==> config.mk <==
export PLATFORM = sky130hd
export DESIGN_NAME = icache_ctrl
export DESIGN_NICKNAME = d
export VERILOG_FILES = /design/src/rtl/icache_ctrl.sv
export SDC_FILE = /design/constraint.sdc
export NUM_CORES = 2
export LEC_CHECK = 0
export CORE_MARGIN = 2
export CORE_UTILIZATION = 59
export CTS_BUF_LIST = sky130_fd_sc_hd__clkbuf_4 sky130_fd_sc_hd__clkbuf_8
export CTS_CLUSTER_SIZE = 10
export DETAILED_ROUTE_END_ITERATION = 12
export PLACE_DENSITY = 0.76
export SETUP_SLACK_MARGIN = 0.05
export SLEW_MARGIN = 20
export SYNTH_ARGS = -nofsm -noshare
export SYNTH_HDL_FRONTEND = slang
export SYNTH_MEMORY_MAX_BITS = 65536
export SYNTH_SLANG_ARGS = --single-unit
==> constraint.sdc <==
create_clock -name CLK -period 58.2 [get_ports CLK]
set_input_delay 17.46 -clock CLK [delete_from_list [all_inputs] [get_ports CLK]]
set_output_delay 17.46 -clock CLK [all_outputs]
set_load 0.03 [all_outputs]
==> src/rtl/icache_ctrl.sv <==
// Direct-mapped instruction cache with line refill controller between IF and instruction memory.
// Serves up to two sequential words per cycle on a hit; stalls IF while a 256-bit line is fetched.
module icache_ctrl #(
    parameter int unsigned LINES = 16
) (
    input  logic         CLK,
    input  logic         RESET,
    input  logic [31:0]  Instr_address_2IM,
    input  logic         fetch_req,
    input  logic         flush,
    output logic [31:0]  Instr1_fIM,
    output logic [31:0]  Instr2_fIM,
    output logic         instr2_valid,
    output logic         icache_stall,
    output logic         iBlkRead,
    output logic [31:0]  block_address_2IM,
    input  logic [255:0] block_read_fIM,
    input  logic         block_ready_fIM
);

    localparam int unsigned IW = $clog2(LINES);
    localparam int unsigned TW = 32 - 5 - IW;

    typedef enum logic [1:0] {
        IDLE,
        REFILL,
        REPLAY
    } state_t;

    state_t              state_q, state_next;
    logic [LINES-1:0]    valid_q;
    logic [TW-1:0]       tag_q  [LINES];
    logic [7:0][31:0]    data_q [LINES];
    logic [26:0]         miss_line_q;
    logic                flush_pending_q;
    logic                hit;

    logic [2:0]          off;
    logic [IW-1:0]       idx;
    logic [TW-1:0]       tag;
    logic [IW-1:0]       refill_idx;
    logic [TW-1:0]       refill_tag;
    logic                unused_addr_bits;

    assign off              = Instr_address_2IM[4:2];
    assign idx              = Instr_address_2IM[5+IW-1:5];
    assign tag              = Instr_address_2IM[31:5+IW];
    assign refill_idx       = miss_line_q[IW-1:0];
    assign refill_tag       = miss_line_q[26:IW];
    assign unused_addr_bits = ^Instr_address_2IM[1:0];

    // Combinational lookup, fetch outputs and next-state
    always_comb begin
        state_next   = state_q;
        Instr1_fIM   = '0;
        Instr2_fIM   = '0;
        instr2_valid = 1'b0;
        icache_stall = 1'b0;
        hit          = (state_q == IDLE) & fetch_req & ~flush & valid_q[idx] & (tag_q[idx] == tag);

        if (hit) begin
            Instr1_fIM   = data_q[idx][off];
            Instr2_fIM   = data_q[idx][off + 3'd1];
            instr2_valid = (off != 3'd7);
        end

        case (state_q)
            IDLE: begin
                icache_stall = fetch_req & ~hit;
                if (fetch_req & ~hit & ~flush) state_next = REFILL;
            end
            REFILL: begin
                icache_stall = 1'b1;
                if (block_ready_fIM) state_next = REPLAY;
            end
            REPLAY: begin
                icache_stall = 1'b1;
                state_next   = IDLE;
            end
            default: state_next = IDLE;
        endcase
    end

    // Control state, refill request and valid bits
    always_ff @(posedge CLK or posedge RESET) begin
        if (RESET) begin
            state_q           <= IDLE;
            iBlkRead          <= 1'b0;
            block_address_2IM <= '0;
            miss_line_q       <= '0;
            flush_pending_q   <= 1'b0;
            valid_q           <= '0;
        end else begin
            state_q         <= state_next;
            iBlkRead        <= (state_next == REFILL);
            flush_pending_q <= (state_next != IDLE) &
                               (flush_pending_q | (flush & (state_q != IDLE)));

            if ((state_q == IDLE) && (state_next == REFILL)) begin
                miss_line_q       <= Instr_address_2IM[31:5];
                block_address_2IM <= {Instr_address_2IM[31:5], 5'b0};
            end

            // A flush seen anywhere during the miss leaves the new line invalid too
            case (state_q)
                IDLE: begin
                    if (flush) valid_q <= '0;
                end
                REFILL: begin
                    if (block_ready_fIM) begin
                        if (flush_pending_q | flush) valid_q <= '0;
                        else                         valid_q[refill_idx] <= 1'b1;
                    end
                end
                REPLAY: begin
                    if (flush) valid_q <= '0;
                end
                default: ;
            endcase
        end
    end

    // Line storage needs no reset; valid bits gate every use
    always_ff @(posedge CLK) begin
        if ((state_q == REFILL) && block_ready_fIM) begin
            data_q[refill_idx] <= block_read_fIM;
            tag_q[refill_idx]  <= refill_tag;
        end
    end

endmodule

Word-level counts from Yosys, hierarchy flattened

Memories as Yosys holds them, arrays and structs flattened.
Cells that the tools add are included.

Register bits: 47
RAM bits: 4464
Input port bits: 293
Output and inout port bits: 99
Logic and storage cells: 64
Memories kept: 2

Add/subtract/negate cells: 1
Order comparisons: 5
Equality and inequality tests: 7
Multiplexer cells: 21
Bitwise gates (word level): 13
Reduce and logical (&&, ||, !) cells: 10

Memory list:

| memory | words | width | read ports | clocked after memory_dff | write ports | line | text |
|---|---|---|---|---|---|---|---|
| data_q | 16    | 256   | 1          | 0                        | 1           | 33   | `logic [7:0][31:0] data_q [LINES];` |
| tag_q  | 16    | 23    | 1          | 0                        | 1           | 32   | `logic [TW-1:0] tag_q [LINES];` |

Operators with widths:

| kind                                                                                 | number |
|---|---|
| 32-bit binary-select mux with 3-bit select                                           | 2 |
| 32-bit two-way mux                                                                   | 4 |
| 16-bit two-way mux                                                                   | 3 |
| 16-bit case mux with 2 select lines                                                  | 1 |
| 23-bit equality test                                                                 | 1 |
| 16-bit OR                                                                            | 1 |
| 4-bit by 5-bit < comparator with 1-bit output (second input constant)                | 2 |
| 1-bit AND                                                                            | 8 |
| 3-bit by 4-bit < comparator with 1-bit output (second input constant)                | 2 |
| 2-bit nonzero test                                                                   | 3 |
| 1-bit two-way mux                                                                    | 5 |
| 1-bit binary-select mux with 4-bit select                                            | 1 |
| 1-bit demux with 4-bit select                                                        | 1 |
| 2-bit by 1-bit equality test with 1-bit output (second input constant)               | 2 |
| 4-bit by 1-bit greater-or-equal comparator with 1-bit output (second input constant) | 1 |
| 2-bit two-way mux                                                                    | 2 |
| 2-bit case mux with 2 select lines                                                   | 1 |
| 2-bit OR reduction                                                                   | 2 |
| 3-bit by 1-bit adder with 3-bit output (second input constant)                       | 1 |
| 1-bit logical AND                                                                    | 3 |
| 3-bit inequality test (second input constant)                                        | 1 |
| 3-bit AND reduction                                                                  | 1 |
| 2-bit equality test (second input constant)                                          | 1 |
| 2-bit zero test                                                                      | 1 |
| 5 further kinds                                                                      | 7 |

Depth between registers and ports, before layout

Depth after elaboration: 12
Gate-level depth with buffers: 15
Gate-level depth less buffers: 9

Worst setup path after synthesis

OpenSTA, ideal clock, no wires.

Path type: input-to-output
From: in Instr_address_2IM[5]
To: out Instr2_fIM[11]
Data arrival time: 20.707 ns
Data required time: 40.740 ns
Slack: 20.033 ns
Stages: 11
Buffers on the path: 6
Cells stage by stage: buf_4 buf_6 buf_4 buf_4 buf_2 buf_1 mux4_2 mux4_2 mux4_2 mux2i_1 nor2_1

Word-level cells in the longest chain between the ends: 5
Elaborated cells between the ends (all ways): 10
Those cells by class: 1 x eq/ne; 5 x mux; 2 x bitwise; 2 x memory

RTL lines:

| what                                                                       | line | text |
|---|---|---|
| start, declared                                                            | 8    | `input logic [31:0] Instr_address_2IM,` |
| parallel branches: the longest is 4 deep, another holds memory 16 x 23 bit | n/a  |  |
| 32-bit two-way mux *                                                       | 61   | `if (hit) begin` |
| end, declared                                                              | 12   | `output logic [31:0] Instr2_fIM,` |

Mark *: on every way between the ends. The select of a mux whose other input is x is not followed.

Worst setup path after layout

From: in Instr_address_2IM[5]
To: out Instr1_fIM[28]

Word-level cells in the longest chain between the ends: 5
Elaborated cells between the ends (all ways): 10
Those cells by class: 1 x eq/ne; 5 x mux; 2 x bitwise; 2 x memory

RTL lines:

| what                                                                       | line | text |
|---|---|---|
| parallel branches: the longest is 4 deep, another holds memory 16 x 23 bit | n/a  |  |
| 32-bit two-way mux *                                                       | 61   |  |
| end, declared                                                              | 11   | `output logic [31:0] Instr1_fIM,` |

Marks and branches as above.

==> impl_metrics.json <==
{
  "clk_pin_slew_worst_paths_ns": 0.06,
  "slew_headroom_pct": 20.4,
  "tns_ns": 0,
  "switchingPower_mw": 1.64,
  "drtIter0Drc": 11900,
  "crit_chain": "buf_16 > buf_4 > buf_4 > buf_4 > buf_12 > buf_4 > mux4_2 > mux4_2 > mux4_2 > mux2i_1 > nor2_1 > clkdlybuf4s50_1",
  "pwr-share-clk_pct": 36.5,
  "gr-usage-all-layers_pct": 29.3,
  "die-area_mm2": 0.299,
  "final_cell_mix": "edfxtp_1 (4464), mux4_2 (1450), clkbuf_8 (688)",
  "use_met3_pct": 6.75,
  "endpoint_kind": "output pin",
  "drive_gt1_share_pct": 32.5,
  "cts_tree": "done",
  "drv_slew": 0,
  "nFillCells": 17400,
  "synth_cells": 7010,
  "cts_made_buffers": 681,
  "hold_viol": 0,
  "overflow": 0,
  "busiest_layer": "met2",
  "io_buffers": 384,
  "slowest_stage": "mux2i_1",
  "cts_root_buf": "clkbuf_8",
  "layout_min_cycle_time_ns": 42.88,
  "drc": 0,
  "tightest_slew_ns": 1.19,
  "synth_edf_count": 4464,
  "wl_per_cell_um": 35.3,
  "ys.flop_type": "edfxtp_1",
  "nets": 8157,
  "peakVddDrop_mv": 0.0347,
  "p_per_area_mw_per_mm2": 35.1,
  "setup_slack_ns": 15.32,
  "coreArea_mm2": 0.294,
  "rsz0062_at_grt": "no",
  "ant_nets": 0,
  "post-place-ws_ns": 15.13,
  "critical_path.most_common_cell": "buf_4",
  "finClkSkew_ns": 0.0538,
  "cp_max_fo": 116,
  "power.internal_mw": 5.24,
  "synth_area_mm2": 0.174,
  "gr-usage-met2_pct": 44.7,
  "holdPathEnd": "valid_q[7]$_DFFE_PP0P_",
  "io_pins": 392,
  "post-cts-setup-buffers": 0,
  "seq_area_frac_synth_pct": 77.7,
  "worst_r2r_endpoint": "data_q[8][250]$_DFFE_PP_",
  "cp.arrival_ns": 25.42,
  "post-route-period-util_pct": 73.7,
  "timing.hold.ws_ns": 0.500,
  "routabilityCongestion": 0.846,
  "ys_ff_latch": 4511,
  "path_buf_inv": 7,
  "initial_core_util_pct": 59.3,
  "placementRows": 199,
  "first_global_vias": 83400,
  "clk-insertion-delay-late_ns": 1.24,
  "p_total_mw": 6.88,
  "setup_viol": 0,
  "p_comb_share_pct": 8.4,
  "grt_pass1_wl_um": 616000,
  "synth-async-reset-ratio_pct": 1.04,
  "cp.required_ns": 40.74,
  "cpPeakStageDelay_ns": 0.86,
  "ff2ff_path_depth": 10,
  "whs_path_depth": 2,
  "critical-path-top-delay-family": "buffers and inverters",
  "drv_cap": 0,
  "ys_types": 47,
  "sw_frac_of_total_pct": 23.8,
  "htreeDepth": 6,
  "timing.rr.start": "state_q[1]$_DFF_PP0_",
  "numClockSinks": 4511,
  "p_leak_nw": 61.3,
  "antenna_found_initial": 120,
  "postSynthAreaPerCell_um2": 24.8,
  "dpl.hpwl_um": 243000,
  "fp.dieH_um": 547,
  "ys_warn_count": 0,
  "vias": 82700,
  "holdCritPathClass": "flop to flop",
  "cts_resized": 0,
  "die_width_um": 547,
  "crit_type": "primary input to output pin",
  "routed_via_density": 6.70,
  "status": "completed",
  "final_common_cell": "edfxtp_1",
  "grt.met1_usage_pct": 41.2,
  "regToRegSetupSlack_ns": 51.72,
  "routed_wl_um": 435000,
  "worstSetupStartpoint": "Instr_address_2IM[5]",
  "syn2layout_area_growth_pct": 12.6,
  "hold_path_startpoint": "valid_q[7]$_DFFE_PP0P_",
  "cp-start-kind": "primary input",
  "firstDrtPassIters": 6,
  "fmax_mhz": 23.3,
  "cts.path.max_buffers": 4,
  "hold_buffers": 0,
  "p_seq_share_pct": 55.1,
  "grt_max_degree": 131
}
-- registers in the layout (all words and copies together), names as in the netlist --
name,cells
iBlkRead,1
data_q,4096
state_q,2
valid_q,16
flush_pending_q,1
tag_q,368
miss_line_q,27
-- worst register-to-register path, stage by stage, from the launching register on --
cell and delay [ns]:
dfrtp_1 0.43, inv_1 0.13, ha_1 0.19, and2_1 0.27, nand2_1 0.26, nor2_4 0.87, buf_4 0.79, buf_4 0.84
buf_4 0.81, buf_4 0.67, buf_4 0.81
-- power by group through the flow --
stage / Combinational, mW / Clock, mW / Sequential, mW
after CTS: 0.581 / 2.54 / 3.79
after detailed placement: 0.579 / 0 / 3.85
final: 0.581 / 2.51 / 3.79
after floorplan: 0.309 / 0 / 3.90
after global routing: 0.603 / 2.68 / 3.80
after global placement: 0.570 / 0 / 3.84
-- cell type report --
type                            instances  area, um2  share of cell area, %
Inverter                                7       35.0                 0.0179
Timing Repair Buffer                  554       5410                   2.76
Multi-Input combinational cell       2103      37100                   19.0
Clock inverter                        296       1950                  0.997
Antenna cell                           45        113                 0.0575
Sequential cell                      4511     135000                   69.0
Clock buffer                          908      11100                   5.68
Tap cell                             3919       4900                   2.50
-- worst max-delay path by stage --
stage	to	cells after the start	slack, ns
after floorplan	Instr2_fIM[11]	11	20.03
after global placement	Instr1_fIM[28]	12	15.23
after detailed placement	Instr1_fIM[28]	12	15.13
after CTS	Instr1_fIM[28]	12	15.13
after global routing	Instr1_fIM[28]	12	14.80
final	Instr1_fIM[28]	12	15.32
-- through the flow --
step                      util (%)  std cells  area (um2)
after floorplan                  -       7014      174000
final                         66.7      12300      196000
after global routing          66.7      12300      196000
after global placement        62.2      11100      183000
after CTS                     66.7      12300      196000
after detailed placement      62.2      11100      183000
-- logic make-up after synthesis --
group | after synthesis | share of synthesized area, %
compound gates | 144 | 0.537
buf+inv | 400 | 1.01
flops | 4511 | 77.7
other cells | 1 | 0.00216
simple gates | 315 | 0.811
xor+xnor | 24 | 0.121
mux | 1609 | 19.8
fa+ha+maj | 6 | 0.0432
-- layer usage --
layer | up-vias | share of wire [%]
li1 | 32300 | -
met1 | 44100 | 36
met5 | - | 0.11
met2 | 5375 | 48
met3 | 861 | 11
met4 | 78 | 4.8
-- synth_stat cells (2+ instances only) --
master | n | area, um2
nand2b_1 | 4 | 25.0
and3_1 | 18 | 113
mux2_2 | 10 | 113
edfxtp_1 | 4464 | 134000
clkinv_1 | 2 | 7.51
o21a_1 | 3 | 22.5
xnor2_1 | 3 | 26.3
buf_4 | 14 | 105
and2_1 | 4 | 25.0
inv_1 | 5 | 18.8
a31oi_1 | 42 | 263
nor2b_1 | 41 | 257
nand4_1 | 3 | 18.8
nor4_2 | 2 | 25.0
a21oi_1 | 37 | 185
o21ai_0 | 8 | 40.0
clkbuf_1 | 196 | 736
mux2i_1 | 129 | 1290
buf_1 | 52 | 195
a211oi_1 | 38 | 285
nor3_1 | 6 | 30.0
buf_6 | 6 | 67.6
mux4_2 | 1450 | 32700
nand3_1 | 5 | 25.0
ha_1 | 6 | 75.1
buf_2 | 125 | 626
mux2_4 | 20 | 300
dfrtp_1 | 47 | 1180
xor2_1 | 21 | 184
a22oi_1 | 3 | 22.5
nand2_1 | 116 | 435
nor2_1 | 112 | 420
a221oi_1 | 3 | 26.3
a22o_1 | 2 | 17.5
No activity file was read; power rests on OpenSTA's default activity.
